`config.mk`:
```
export PLATFORM = sky130hd
export DESIGN_NAME = iq_interp
export DESIGN_NICKNAME = d
export VERILOG_FILES = /design/src/rtl/iq_interp.sv
export SDC_FILE = /design/constraint.sdc
export NUM_CORES = 1
export LEC_CHECK = 0
export BUFFER_PORTS_ARGS = -buffer_cell sky130_fd_sc_hd__buf_2
export CORE_ASPECT_RATIO = 1.4
export CORE_UTILIZATION = 30
export CTS_CLUSTER_DIAMETER = 50
export DETAILED_ROUTE_END_ITERATION = 10
export PLACE_DENSITY_LB_ADDON = 0.3
export SLEW_MARGIN = 25
export SYNTH_ARGS = -nofsm -noshare
export SYNTH_HDL_FRONTEND = slang
export SYNTH_SLANG_ARGS = --single-unit
export TNS_END_PERCENT = 50
```
`constraint.sdc`:
```
create_clock -name clock -period 5.8 [get_ports clock]
set_clock_uncertainty 0.15 [all_clocks]
set_input_delay 1.16 -clock clock [delete_from_list [all_inputs] [get_ports clock]]
set_output_delay 1.16 -clock clock [all_outputs]
set_load 0.05 [all_outputs]
```
`src/rtl/iq_interp.sv`:
```
// iq_interp: FIFO-buffered linear I/Q interpolator, 2^RATIO_LOG2 outputs per input sample.
// Define IQ_INTERP_ROUND_EN to use a round-half-up phase shift instead of a floor shift.
`timescale 1ns/1ps

module iq_interp #(
    parameter int DATA_W     = 10,
    parameter int RATIO_LOG2 = 3,
    parameter int FIFO_DEPTH = 4
) (
    input  logic              clock,
    input  logic              reset,
    input  logic              in_valid,
    output logic              in_ready,
    input  logic [DATA_W-1:0] in_i,
    input  logic [DATA_W-1:0] in_q,
    output logic              out_valid,
    output logic [DATA_W-1:0] out_i,
    output logic [DATA_W-1:0] out_q,
    output logic              underrun
);

    localparam int PTR_W  = $clog2(FIFO_DEPTH);
    localparam int CNT_W  = PTR_W + 1;
    localparam int PROD_W = DATA_W + 1 + RATIO_LOG2;
    localparam int R      = 1 << RATIO_LOG2;

    typedef enum logic [1:0] {IDLE, PRIME, RUN} state_t;

    logic [DATA_W-1:0]     memI_q [FIFO_DEPTH];
    logic [DATA_W-1:0]     memQ_q [FIFO_DEPTH];
    logic [PTR_W-1:0]      wrPtr_q, rdPtr_q;
    logic [CNT_W-1:0]      count_q, count_d;
    logic                  inReady_q;
    logic                  push, pop;
    logic [DATA_W-1:0]     headI, headQ;

    state_t                state_q;
    logic [RATIO_LOG2-1:0] k_q;
    logic [DATA_W-1:0]     pI_q, nI_q, pQ_q, nQ_q;
    logic [DATA_W-1:0]     outI_q, outQ_q;
    logic                  outValid_q;
    logic                  underrun_q;

    // P + (N-P)*k / R; the result stays within [P,N], so plain truncation is safe.
    function automatic logic [DATA_W-1:0] interp(input logic [DATA_W-1:0]     p,
                                                 input logic [DATA_W-1:0]     n,
                                                 input logic [RATIO_LOG2-1:0] k);
        logic signed [DATA_W:0]   diff;
        logic signed [PROD_W-1:0] prod;
        logic signed [PROD_W-1:0] shifted;
        diff = {n[DATA_W-1], n} - {p[DATA_W-1], p};
        prod = {{RATIO_LOG2{diff[DATA_W]}}, diff} * {{(DATA_W+1){1'b0}}, k};
`ifdef IQ_INTERP_ROUND_EN
        prod = prod + PROD_W'(R / 2);
`endif
        shifted = prod >>> RATIO_LOG2;
        return p + DATA_W'(shifted);
    endfunction

    assign push  = in_valid & inReady_q;
    assign headI = memI_q[rdPtr_q];
    assign headQ = memQ_q[rdPtr_q];

    always_comb begin
        pop = 1'b0;
        if (count_q != '0) begin
            case (state_q)
                IDLE, PRIME: pop = 1'b1;
                RUN:         pop = &k_q;
                default:     pop = 1'b0;
            endcase
        end
    end

    always_comb begin
        count_d = count_q;
        if (push && !pop) begin
            count_d = count_q + CNT_W'(1);
        end else if (!push && pop) begin
            count_d = count_q - CNT_W'(1);
        end
    end

    // Ready is registered from the next count, so a pop only raises it after its own edge.
    always_ff @(posedge clock or posedge reset) begin
        if (reset) begin
            wrPtr_q   <= '0;
            rdPtr_q   <= '0;
            count_q   <= '0;
            inReady_q <= 1'b0;
            for (int e = 0; e < FIFO_DEPTH; e++) begin
                memI_q[e] <= '0;
                memQ_q[e] <= '0;
            end
        end else begin
            if (push) begin
                memI_q[wrPtr_q] <= in_i;
                memQ_q[wrPtr_q] <= in_q;
                wrPtr_q         <= wrPtr_q + PTR_W'(1);
            end
            if (pop) begin
                rdPtr_q <= rdPtr_q + PTR_W'(1);
            end
            count_q   <= count_d;
            inReady_q <= (count_d != CNT_W'(FIFO_DEPTH));
        end
    end

    always_ff @(posedge clock or posedge reset) begin
        if (reset) begin
            state_q    <= IDLE;
            k_q        <= '0;
            pI_q       <= '0;
            nI_q       <= '0;
            pQ_q       <= '0;
            nQ_q       <= '0;
            outI_q     <= '0;
            outQ_q     <= '0;
            outValid_q <= 1'b0;
            underrun_q <= 1'b0;
        end else begin
            case (state_q)
                IDLE: begin
                    if (pop) begin
                        pI_q    <= headI;
                        pQ_q    <= headQ;
                        state_q <= PRIME;
                    end
                end
                PRIME: begin
                    if (pop) begin
                        nI_q    <= headI;
                        nQ_q    <= headQ;
                        k_q     <= '0;
                        state_q <= RUN;
                    end
                end
                RUN: begin
                    outI_q     <= interp(pI_q, nI_q, k_q);
                    outQ_q     <= interp(pQ_q, nQ_q, k_q);
                    outValid_q <= 1'b1;
                    k_q        <= k_q + RATIO_LOG2'(1);
                    // On an empty wrap N is held, so the next interval is flat.
                    if (&k_q) begin
                        pI_q <= nI_q;
                        pQ_q <= nQ_q;
                        if (pop) begin
                            nI_q <= headI;
                            nQ_q <= headQ;
                        end else begin
                            underrun_q <= 1'b1;
                        end
                    end
                end
                default: state_q <= IDLE;
            endcase
        end
    end

    assign in_ready  = inReady_q;
    assign out_valid = outValid_q;
    assign out_i     = outI_q;
    assign out_q     = outQ_q;
    assign underrun  = underrun_q;

endmodule

```
# ---- Word level (Yosys, flattened, before mapping)
# Cells that the tools add are included.
# W data, S select, Z words.
dict set report totals {
  elab_cells 94
  register_bits 155
}
dict set report op_classes {
  mul 2
  addsub 9
  order_cmp 3
  eq_ne 6
  n_bitwise 5
  muxes 31
  n_reduce_logical 16
}
# op count
set op_table {}
lappend op_table {{$mux W10} 13}
lappend op_table {{$bwmux W40} 2}
lappend op_table {{$pmux W10 S2} 4}
lappend op_table {{$bmux W10 S2} 2}
lappend op_table {{$mul A14 B3 Y13} 2}
lappend op_table {{$sub A10 B10 Y11} 2}
lappend op_table {{$add A10 B10 Y10} 2}
lappend op_table {{$demux W10 S2} 1}
lappend op_table {{$mux W3} 3}
lappend op_table {{$reduce_and A3 Y1} 3}
lappend op_table {{$add A3 B1 Y3 const B} 2}
lappend op_table {{$ge A3 B3 Y1 const B} 2}
lappend op_table {{$ne A2 B2 Y1 const B} 3}
lappend op_table {{$not A2 Y3} 2}
lappend op_table {{$pmux W2 S3} 1}
lappend op_table {{$pmux W3 S2} 1}
lappend op_table {{$reduce_and A5 Y1} 1}
lappend op_table {{$add A2 B1 Y2 const B} 2}
lappend op_table {{$mux W2} 2}
lappend op_table {{$reduce_and A2 Y1} 2}
lappend op_table {{$reduce_bool A2 Y1} 2}
lappend op_table {{$logic_and A1 B1 Y1} 3}
lappend op_table {{$lt A3 B1 Y1 const B} 1}
lappend op_table {{$ne A3 B3 Y1 const B} 1}
lappend op_table {{11 further kinds} 13}

# ---- Depth between registers and ports, before layout
# Gate-level depths: netlist of run 1.
dict set report logic_depth {
  depth_word 8
  mapped_depth 26
  depth_no_buf 26
}

# ---- Worst setup path before layout of run 1
# OpenSTA, ideal clock, no wires.
dict set report synth_path {
  path_kind {flip-flop to flip-flop}
  from {register pI_q[2]}
  to {register outI_q[9], in the netlist out_i[9]}
  setup_ns 0.076
  stages_incl_launch_ff 23
  arrival_ns 4.791
  slack_ns 0.783
  cell_sequence {dfrtp_1 inv_1 ha_1 nor2b_1 o31a_1 o21ai_0 nand2b_1 a21o_1 a21oi_2 mux2_2 fa_1 inv_1 ha_1 and3_1 or3_1 xor2_1 ha_1 a21oi_1 nand2_1 a31o_2 a21oi_1 xnor3_1 o21ai_1}
}
dict set report synth_via {
  elab_chain_cells 3
}
# item line
set synth_lines {}
lappend synth_lines {{from (decl)} 39} ;# logic [DATA_W-1:0] pI_q, nI_q, pQ_q, nQ_q;
lappend synth_lines {{from (signal assigned)} 125} ;# pI_q <= headI;
lappend synth_lines {{from (signal assigned)} 145} ;# pI_q <= nI_q;
lappend synth_lines {{$sub A10 B10 Y11} 51} ;# diff = {n[DATA_W-1], n} - {p[DATA_W-1], p};
lappend synth_lines {{$mul A14 B3 Y13} 52} ;# prod = {{RATIO_LOG2{diff[DATA_W]}}, diff} * {{(DATA_W+1){1'b0}}, k};
lappend synth_lines {{$add A10 B10 Y10 *} 57} ;# return p + DATA_W'(shifted);
lappend synth_lines {{to (signal assigned)} 139} ;# outI_q <= interp(pI_q, nI_q, k_q);
lappend synth_lines {{to (decl)} 40} ;# logic [DATA_W-1:0] outI_q, outQ_q;
# Mark *: on every way between the ends. The rest lies on a longest branch, timed or not.
# A chain may end at the register's enable or synchronous reset.

# ---- Worst setup path in the final report of run 1
# Same ends and word-level chain as after synthesis.

==> summary.md, run 1 <==
| Metric | Value |
|---|---|
| CTS Buf Count | 17 |
| Crit-path max FO | 5 |
| Flops & latches, synth | 155 |
| Most used cell, CP | ha_1 |
| Clk Latency, worst-skew pair | 0.43 ns |
| Worst hold path class | reg -> reg |
| Most used DFF post-synth | dfrtp_1 |
| Max Slew Vio Count | 0 |
| Crit path capture type | flip-flop |
| Syn avg cell area | 10.5 µm² |
| Adder-Cell Fraction of Synth Area | 13.8% |
| P&R area growth vs syn | 13.8% |
| Worst Tran Pin Value | 0.950 ns |
| CP max stage delay | 0.48 ns |
| Grt total ovfl | 0 |
| Root buffer cell | clkbuf_16 |
| CP delay by family, top | compound AO/OA/AOI/OAI gates |
| Initial Util | 30.7% |
| First-pass GRT wire length | 34.1 mm |
| Largest net degree at the start of global routing | 81 |
| Die ar. | 33400 µm² |
| CTS Sinks | 155 |
| Antenna-violating nets left | 0 |
| Chip width | 155 µm |
| Worst slew margin | 36.7% |
| Layout cells sized above 1 | 23.4% |
| Routability Congestion | 0.728 |
| Critical Path AT | 5.55 ns |
| Routed WL | 19.5 mm |
| CP bufs+invs | 2 |
| Fin crit period | 5.34 ns |
| Resized cells post-CTS | 0 |
| Hold buffers post-CTS | 0 |
| Core box area | 31900 µm² |
| Buffers added on ports | 45 |
| Final Util | 34.9% |
| Die Ht | 216 µm |
| Syn_nets | 1044 |
| DRT Pass-1 Iters | 4 |
| Post-Synth XOR/XNOR Area | 5.20% |
| Post-CTS setup buffer count | 0 |
| Final setup violation count | 0 |
| Asr flop ratio synth | 100% |
| Estimated wirelength of the detail-placed design | 14.5 mm |
| Simple-Gate Fraction of Synth Area | 11.3% |
| Site row count | 77 |
| Slowest cell on the critical path | fa_1 |
| Max-cap violations | 0 |
| Status | complete, no violations |
| CP Launch Type | flip-flop |
| Clock Path Buffers | 2 |
| Vias in the first global route | 6833 |
| Antenna cell count | 0 |
| Routed WL per cell | 13.8 µm |
| Via/cell ratio | 4.60 |
| Synth Area in Compound Gates | 9.46% |
| Placed insts | 1380 |
| WHS | 0.313 ns |
| Finished Layout Cells | 1412 |
| Setup TNS Final | 0 ns |
| Top Ports | 46 |
| Final period util | 92.1% |
| Cells after synthesis | 930 |
| Data required time of the critical path | 6.01 ns |
| CTS tree | done |
| H-tree levels | 4 |
| Mux share of post-synthesis cell area | 16.2% |
| Iteration-0 DRC count of the detailed router | 195 |
| F_max | 187 MHz |
| DRC | 0 |
| Netlist cell types | 57 |
| GRT Total Usage | 12.9% |
| Largest family of logic cells by synthesized area | multiplexers |
| Worst-path clk slew | 0.07 ns |
| Nets | 1079 |
| Unrepaired setup endpoints after global routing | false |
| Final Hold Viols | 0 |
| Worst setup path class | reg -> reg |
| EDFF count, synth | 0 |
| DR vias | 6499 |
| Fillers | 3215 |
| Cell area after synthesis | 9790 µm² |
| Ys Warns | 0 |
| Initial antenna violation count | 3 |
| Sequential element share of the synthesized area | 39.6% |
| Cell Chain, Critical Path | inv_1, ha_1, nor2b_1, o31a_1, o21ai_0, nand2b_1, a21o_1, a21oi_2, mux2_2, fa_1, inv_1, ha_1, and3_1, or3_1, xor2_1, ha_1, a21oi_1, nand2_1, a31o_2, a21oi_1, xnor3_1, o21ai_1 |
-- path summary, 6_finish.rpt --
check	startpoint	endpoint	slack [ns]	depth (start not counted)
worst max-delay path	pI_q[2]	out_i[9]	0.46	22
worst min-delay path	out_valid	out_valid	0.31	1
worst max register to register	pI_q[2]	out_i[9]	0.46	22
worst min register to register	out_valid	out_valid	0.31	1
max in group asynchronous	reset	memI_q[28]	3.61	3
min in group asynchronous	reset	out_q[2]	0.68	2
-- worst register-to-register path, cell delays in order, from the launching register on --
cell and delay (ns):
dfrtp_1 0.38, inv_1 0.05, ha_1 0.33, nor2b_1 0.16, o31a_1 0.28, o21ai_0 0.15
nand2b_1 0.10, a21o_1 0.20, a21oi_2 0.20, mux2_2 0.37, fa_1 0.48, inv_1 0.04
ha_1 0.35, and3_1 0.19, or3_1 0.38, xor2_1 0.15, ha_1 0.33, a21oi_1 0.17
nand2_1 0.09, a31o_2 0.24, a21oi_1 0.16, xnor3_1 0.23, o21ai_1 0.12
-- cells in the mapped netlist, drive strengths merged, types with 20 or more instances --
cell	number	area, µm²
mux4	20	450
fa	26	521
inv	72	270
ha	65	813
a21oi	31	163
nand2	148	556
nor2	48	180
a31oi	23	144
xnor2	25	219
mux2	100	1130
o21ai	34	185
clkbuf	27	101
dfrtp	155	3880
xor2	28	245
-- per-layer routing --
| metal | vias up | GRT usage, % | wire length (µm) |
|---|---|---|---|
| li1 | 3262 | - | - |
| met1 | 3137 | 15.1 | 8540 |
| met2 | 68 | 22.6 | 9910 |
| met3 | 26 | 3.11 | 749 |
| met4 | 6 | 4.75 | 308 |
| met5 | - | 0 | 35 |
-- per-stage QoR --
stage          instance area (µm²)  setup WS (ns)
2_1_floorplan                 9790          0.312
3_3_place_gp                 10500          0.568
3_5_place_dp                 10500          0.455
4_1_cts                      11100          0.446
5_1_grt                      11100         0.0626
6_report                     11100          0.459
-- layout by cell type, fill, tap and decap left out, types with 17 or more instances in the layout --
cell and count:
xor2_1 28, inv_1 71, fa_1 26, o21ai_0 27, mux4_2 20, ha_1 65
nand2_1 144, dfrtp_1 154, xnor2_1 25, a21oi_1 29, mux2_2 100, nor2_1 47
buf_2 45, clkbuf_16 17, a31oi_1 23
-- area by class of cell --
type                            count  area [µm²]  share of cell area, %
Clock inverter                     13         213                   1.91
Tap cell                          434         543                   4.87
Clock buffer                       19         443                   3.98
Inverter                           72         275                   2.47
Sequential cell                   155        3880                   34.8
Timing Repair Buffer               54         293                   2.63
Multi-Input combinational cell    665        5490                   49.3
-- flip-flops by register name (all words and copies together), names as in the netlist, 3 cells and up --
| register | flops |
|---|---|
| memI_q | 40 |
| count_q | 3 |
| memQ_q | 40 |
| pI_q | 10 |
| nQ_q | 10 |
| pQ_q | 10 |
| out_q | 10 |
| out_i | 10 |
| nI_q | 10 |
| k_q | 3 |
-- cell families (layout without fill, tap and decap cells) --
kind of cell / count (synthesis) / in the layout
buffers and inverters: 110 / 158
xor gates and xnor gates: 55 / 55
adders and majority gates: 93 / 93
DFF: 155 / 155
muxes: 121 / 121
and+or+nand+nor: 254 / 254
AOI/OAI and AO/OA: 142 / 142
Power of run 1 is left out: the tool's default activity adds up to more than one toggle a clock period on the data nets, which glitch-free logic cannot reach.
==> run 2: changes to the inputs <==
- clock period: 5.8 -> 4.6 ns (I/O delays scaled with it)
==> summary.md, run 2 (synthesis results as in run 1) <==
| Metric | Value |
|---|---|
| Routed WL per cell | 13.6 µm |
| First-pass GRT wire length | 35.7 mm |
| Worst-path clk slew | 0.07 ns |
| Nets | 1224 |
| Final Hold Viols | 0 |
| Min-Delay Startpoint | out_q[4] |
| Crit path capture type | flip-flop |
| Layout cells sized above 1 | 38.5% |
| Root buffer cell | clkbuf_16 |
| Biggest regs | memI_q x40, memQ_q x40 |
| Initial antenna violation count | 4 |
| Hold buffers post-CTS | 0 |
| Final period util | 109% |
| CP Launch Type | flip-flop |
| Fin crit period | 4.99 ns |
| Die ar. | 33400 µm² |
| DRT Pass-1 Iters | 4 |
| CTS Sinks | 155 |
| Largest net degree at the start of global routing | 73 |
| Worst Tran Pin Value | 0.961 ns |
| Max Slew Vio Count | 0 |
| F_max | 200 MHz |
| Crit-path max FO | 4 |
| Critical R2R Launch | nI_q[0] |
| Routed WL | 21.2 mm |
| Chip width | 155 µm |
| Clock Path Buffers | 2 |
| CTS tree | done |
| Worst setup path class | reg -> reg |
| Buffers added on ports | 45 |
| Final setup violation count | 5 |
| Antenna cell count | 0 |
| Unrepaired setup endpoints after global routing | true |
| Die Ht | 216 µm |
| Worst hold path class | reg -> reg |
| Clk Latency, worst-skew pair | 0.43 ns |
| GRT Total Usage | 13.4% |
| Routability Congestion | 0.786 |
| Initial Util | 30.7% |
| Worst setup startpoint | nI_q[0] |
| Via/cell ratio | 4.57 |
| DR vias | 7120 |
| M1 WL | 9.40 mm |
| Worst slew margin | 36.0% |
| Data required time of the critical path | 4.81 ns |
| Status | complete, but fails checks |
| Grt total ovfl | 0 |
| Iteration-0 DRC count of the detailed router | 248 |
| Register area | 3880 µm² |
| Critical Path AT | 5.20 ns |
| Final Instance Area | 12500 µm² |
| Site row count | 77 |
| Estimated wirelength of the detail-placed design | 15.7 mm |
| Metal3 WL | 679 µm |
| Most frequent cells in the layout | dfrtp_1 (154), buf_4 (152), nand2_1 (143) |
| Max Used Layer | met5 |
| Fillers | 3149 |
| Instance area at placement | 11500 µm² |
| CTS Buf Count | 17 |
| P&R area growth vs syn | 28.2% |
| Core box area | 31900 µm² |
| Vias in the first global route | 7341 |
| Most common cell after layout, fill and taps aside | dfrtp_1 |
| Metal2 WL | 10.8 mm |
| DRC | 0 |
| Multi-input logic area | 5840 µm² |
| Max-cap violations | 0 |
| Violated checks | setup timing |
| H-tree levels | 4 |
| Setup WS post-layout | -0.395 ns |
| Top Ports | 46 |
| Antenna-violating nets left | 0 |
run 2: changes by cell type in the layout (fill, tap and decap cells not counted), sizes merged:
| cell | delta |
|---|---|
| buf | +145 |
| bufinv | -2 |
| clkbuf | -2 |
| clkinv | -2 |
| clkinvlp | +4 |
| inv | +2 |
run 2: per-stage QoR:
stage	hold WS [ns]	utilization, %	TNS, ns	std cells	worst slack [ns]
2_1_floorplan	0.320	-	-1.04	930	-0.417
3_3_place_gp	0.304	35.9	-1.97	1510	-0.488
3_5_place_dp	0.311	35.9	-2.48	1510	-0.589
4_1_cts	0.328	38.7	-1.45	1551	-0.388
5_1_grt	0.344	39.3	-3.46	1557	-0.634
6_report	0.322	39.3	-1.17	1557	-0.395
run 2: layer usage:
metal	up-vias	GRT usage, %
met2	63	24.2
met5	-	0
met4	8	4.13
met3	28	3.11
met1	3480	15.6
li1	3541	-
run 2: critical path, stage by stage, from the launching register on:
cell	delay [ns]
dfrtp_1	0.39
inv_2	0.08
ha_4	0.14
fa_2	0.22
nor2b_2	0.05
o31a_1	0.29
o21ai_1	0.13
nand2b_1	0.08
a21o_1	0.17
a21oi_2	0.17
mux2_4	0.32
fa_1	0.52
inv_2	0.05
ha_4	0.22
a21o_1	0.19
or3_1	0.38
xor2_1	0.15
ha_2	0.31
a21oi_2	0.14
nand2_1	0.09
a31o_2	0.23
a21oi_2	0.13
xnor3_1	0.21
o21ai_1	0.13
run 2: path summary, 6_finish.rpt:
path                              end  cells past startpoint  slack [ns]
setup / recovery             out_i[9]                     23       -0.39
hold / removal               out_q[4]                      2        0.32
setup reg to reg             out_i[9]                     23       -0.39
hold reg to reg              out_q[4]                      2        0.32
max in group asynchronous  rdPtr_q[1]                      3        2.95
min in group asynchronous    out_q[1]                      2        0.39
run 2: what timing repair did:
action | 4_1_cts | 5_1_grt
pin swaps | 16 | 58
setup endpoints to repair | 10 | 11
setup buffers | 9 | 10
resized for setup | 40 | 35
run 2: final cells by class:
class                      instances  share of cell area [%]
clock buffer                      17                    3.39
clock inverter                    15                    1.50
inverter                          72                    2.18
multi-input combinational        665                    46.5
sequential                       155                    30.9
tap                              434                    4.33
timing repair buffer             199                    11.1
Power of run 2 is left out for the same reason.
==> run 3: changes to the inputs <==
- ABC_AREA: not set -> 1
- CORE_MARGIN: not set -> 2
==> summary.md, run 3 <==
| Metric | Value |
|---|---|
| P&R area growth vs syn | 27.7% |
| CTS Buf Count | 17 |
| First-pass GRT wire length | 42.7 mm |
| Worst setup path class | reg -> reg |
| Worst hold path class | reg -> reg |
| Netlist cell types | 49 |
| Most instantiated cells after synthesis | nand2_1 (379), inv_1 (169), dfrtp_1 (155), o21ai_0 (138), ha_1 (65) |
| DRC | 0 |
| Syn avg cell area | 7.87 µm² |
| Final setup violation count | 0 |
| Grt total ovfl | 0 |
| Cell area after synthesis | 10200 µm² |
| Core box area | 33800 µm² |
| Final Instance Area | 13100 µm² |
| Chip width | 160 µm |
| Routability Congestion | 0.810 |
| Worst-path clk slew | 0.06 ns |
| Data required time of the critical path | 4.77 ns |
| Initial Util | 30.2% |
| Cells after synthesis | 1298 |
| Site row count | 80 |
| R2R cell count | 24 |
| Worst Tran Pin Value | 0.977 ns |
| Count leader, synth | nand2_1 |
| Top cell type by total area after synthesis | dfrtp_1 |
| H-tree levels | 4 |
| Ys Warns | 0 |
| Clk Latency, worst-skew pair | 0.42 ns |
| Estimated wirelength of the detail-placed design | 18.0 mm |
| Die ar. | 35600 µm² |
| Asr flop ratio synth | 100% |
| Max Used Layer | met4 |
| Clock Path Buffers | 2 |
| Syn_nets | 1412 |
| Final Util | 38.6% |
| Most common cell after layout, fill and taps aside | nand2_1 |
| DR vias | 8805 |
| Buffers added on ports | 45 |
| Iteration-0 DRC count of the detailed router | 489 |
| EDFF count, synth | 0 |
| Crit path capture type | flip-flop |
| Area contributors post-synth | dfrtp_1 (38%), nand2_1 (14%), ha_1 (8.0%), o21ai_0 (6.8%), inv_1 (6.2%) |
| Critical R2R Capture | out_i[8] |
| Final period util | 99.4% |
| Metal3 WL | 538 µm |
| Most used DFF post-synth | dfrtp_1 |
| Biggest regs | memI_q x40, memQ_q x40 |
| Top Ports | 46 |
| Antenna cell count | 0 |
| Flops & latches, synth | 155 |
| Critical R2R Launch | pI_q[0] |
| Largest net degree at the start of global routing | 100 |
| Max Slew Vio Count | 0 |
| Worst setup startpoint | pI_q[0] |
| Fin crit period | 4.57 ns |
| Status | complete, no violations |
| Initial antenna violation count | 0 |
| Nets | 1569 |
| Layout cells sized above 1 | 24.5% |
| Critical Path AT | 4.74 ns |
| CTS tree | done |
| Unrepaired setup endpoints after global routing | true |
| FF-to-FF setup slack | 0.03 ns |
| Crit-path max FO | 4 |
| Sequential element share of the synthesized area | 38.0% |
| Finished Layout Cells | 1919 |
| F_max | 219 MHz |
| End of the critical path | out_i[8] |
| GRT Total Usage | 14.6% |
| Antenna-violating nets left | 0 |
| Post-synth top area share | 38.0% |
| CTS Sinks | 155 |
| DRT Pass-1 Iters | 5 |
| Root buffer cell | clkbuf_16 |
| Worst slew margin | 34.8% |
| Routed WL | 24.8 mm |
| Fillers | 3492 |
| Die Ht | 222 µm |
| Max-cap violations | 0 |
| Via/cell ratio | 4.59 |
| Final Hold Viols | 0 |
| CP Launch Type | flip-flop |
| M1 WL | 11.1 mm |
| Most frequent cells in the layout | nand2_1 (371), dfrtp_1 (155), inv_1 (152) |
| Instance area at placement | 11800 µm² |
| Placed insts | 1880 |
| Metal2 WL | 12.7 mm |
| Routed WL per cell | 12.9 µm |
| Vias in the first global route | 8928 |
[run 3: changes by cell type after synthesis, sizes merged, moves of 20 or more]
cell | before | now
mux2 | 100 | 1
inv | 72 | 172
o21ai | 34 | 161
mux4 | 20 | 0
nand2 | 148 | 388
nand3 | 7 | 49
[run 3: worst min-delay path by stage]
stage,startpoint,end,slack [ns],cells after the start
after detailed placement,out_valid,out_valid,0.30,1
after global placement,out_valid,out_valid,0.30,1
after floorplan,memI_q[16],memI_q[16],0.30,2
after global routing,out_valid,out_valid,0.34,1
final,out_q[0],out_q[0],0.32,2
after CTS,out_valid,out_valid,0.32,1
[run 3: per-layer routing]
layer | global-route usage (%) | up-vias
met3 | 2.28 | 25
met5 | 0 | -
met1 | 17.5 | 4158
li1 | - | 4524
met4 | 4.30 | 0
met2 | 26.8 | 98
[run 3: per-stage QoR]
stage	hold WS, ns	worst slack (ns)	TNS, ns
floorplan	0.298	-0.141	-0.179
global placement	0.296	-0.239	-0.769
detailed placement	0.305	-0.338	-1.46
CTS	0.319	0.000648	0
global route	0.343	-0.294	-1.70
finish	0.316	0.0297	0
[run 3: cell families after synthesis]
logic type	count (synthesis)	share of synthesized area (%)
AND/OR/NAND/NOR	512	21.0
XOR/XNOR	39	3.53
buffers and inverters	225	8.68
adder cells (fa/ha/maj)	91	13.1
AO/OA/AOI/OAI	275	15.7
multiplexers	1	0.110
flip-flops	155	38.0
[run 3: worst max-delay path: stages (launching register included)]
cell and delay (ns):
dfrtp_1 0.38, ha_2 0.20, fa_2 0.38, buf_6 0.15, xnor2_4 0.14, nand2_2 0.07, fa_1 0.52, nor4_4 0.37
fa_2 0.29, a31oi_2 0.10, buf_4 0.14, buf_4 0.12, buf_4 0.12, xor2_1 0.13, ha_1 0.34, nand2_1 0.10
nand3_2 0.09, nand2_2 0.07, nand2_1 0.08, a21oi_2 0.19, o21ai_1 0.08, nand2_1 0.08, nand3_1 0.06, nand3_1 0.08
nand2_1 0.05
[run 3: final cells by class]
type | instances | area (µm²) | share of cell area (%)
repair buffers | 188 | 1320 | 10.1
multi-input cells | 918 | 6040 | 46.2
flip-flops and latches | 155 | 3880 | 29.7
clock inverters | 9 | 113 | 0.863
clock buffers | 23 | 468 | 3.59
well taps | 451 | 564 | 4.32
inverters | 175 | 674 | 5.17
[run 3: what timing repair did]
action	in CTS	in global routing
hold buffers	0	0
endpoints found under the hold margin	0	0
buffers inserted	6	1
resized for setup	64	51
pin swaps	31	35
endpoints found under the setup margin	10	10
Power of run 3 is left out for the same reason.
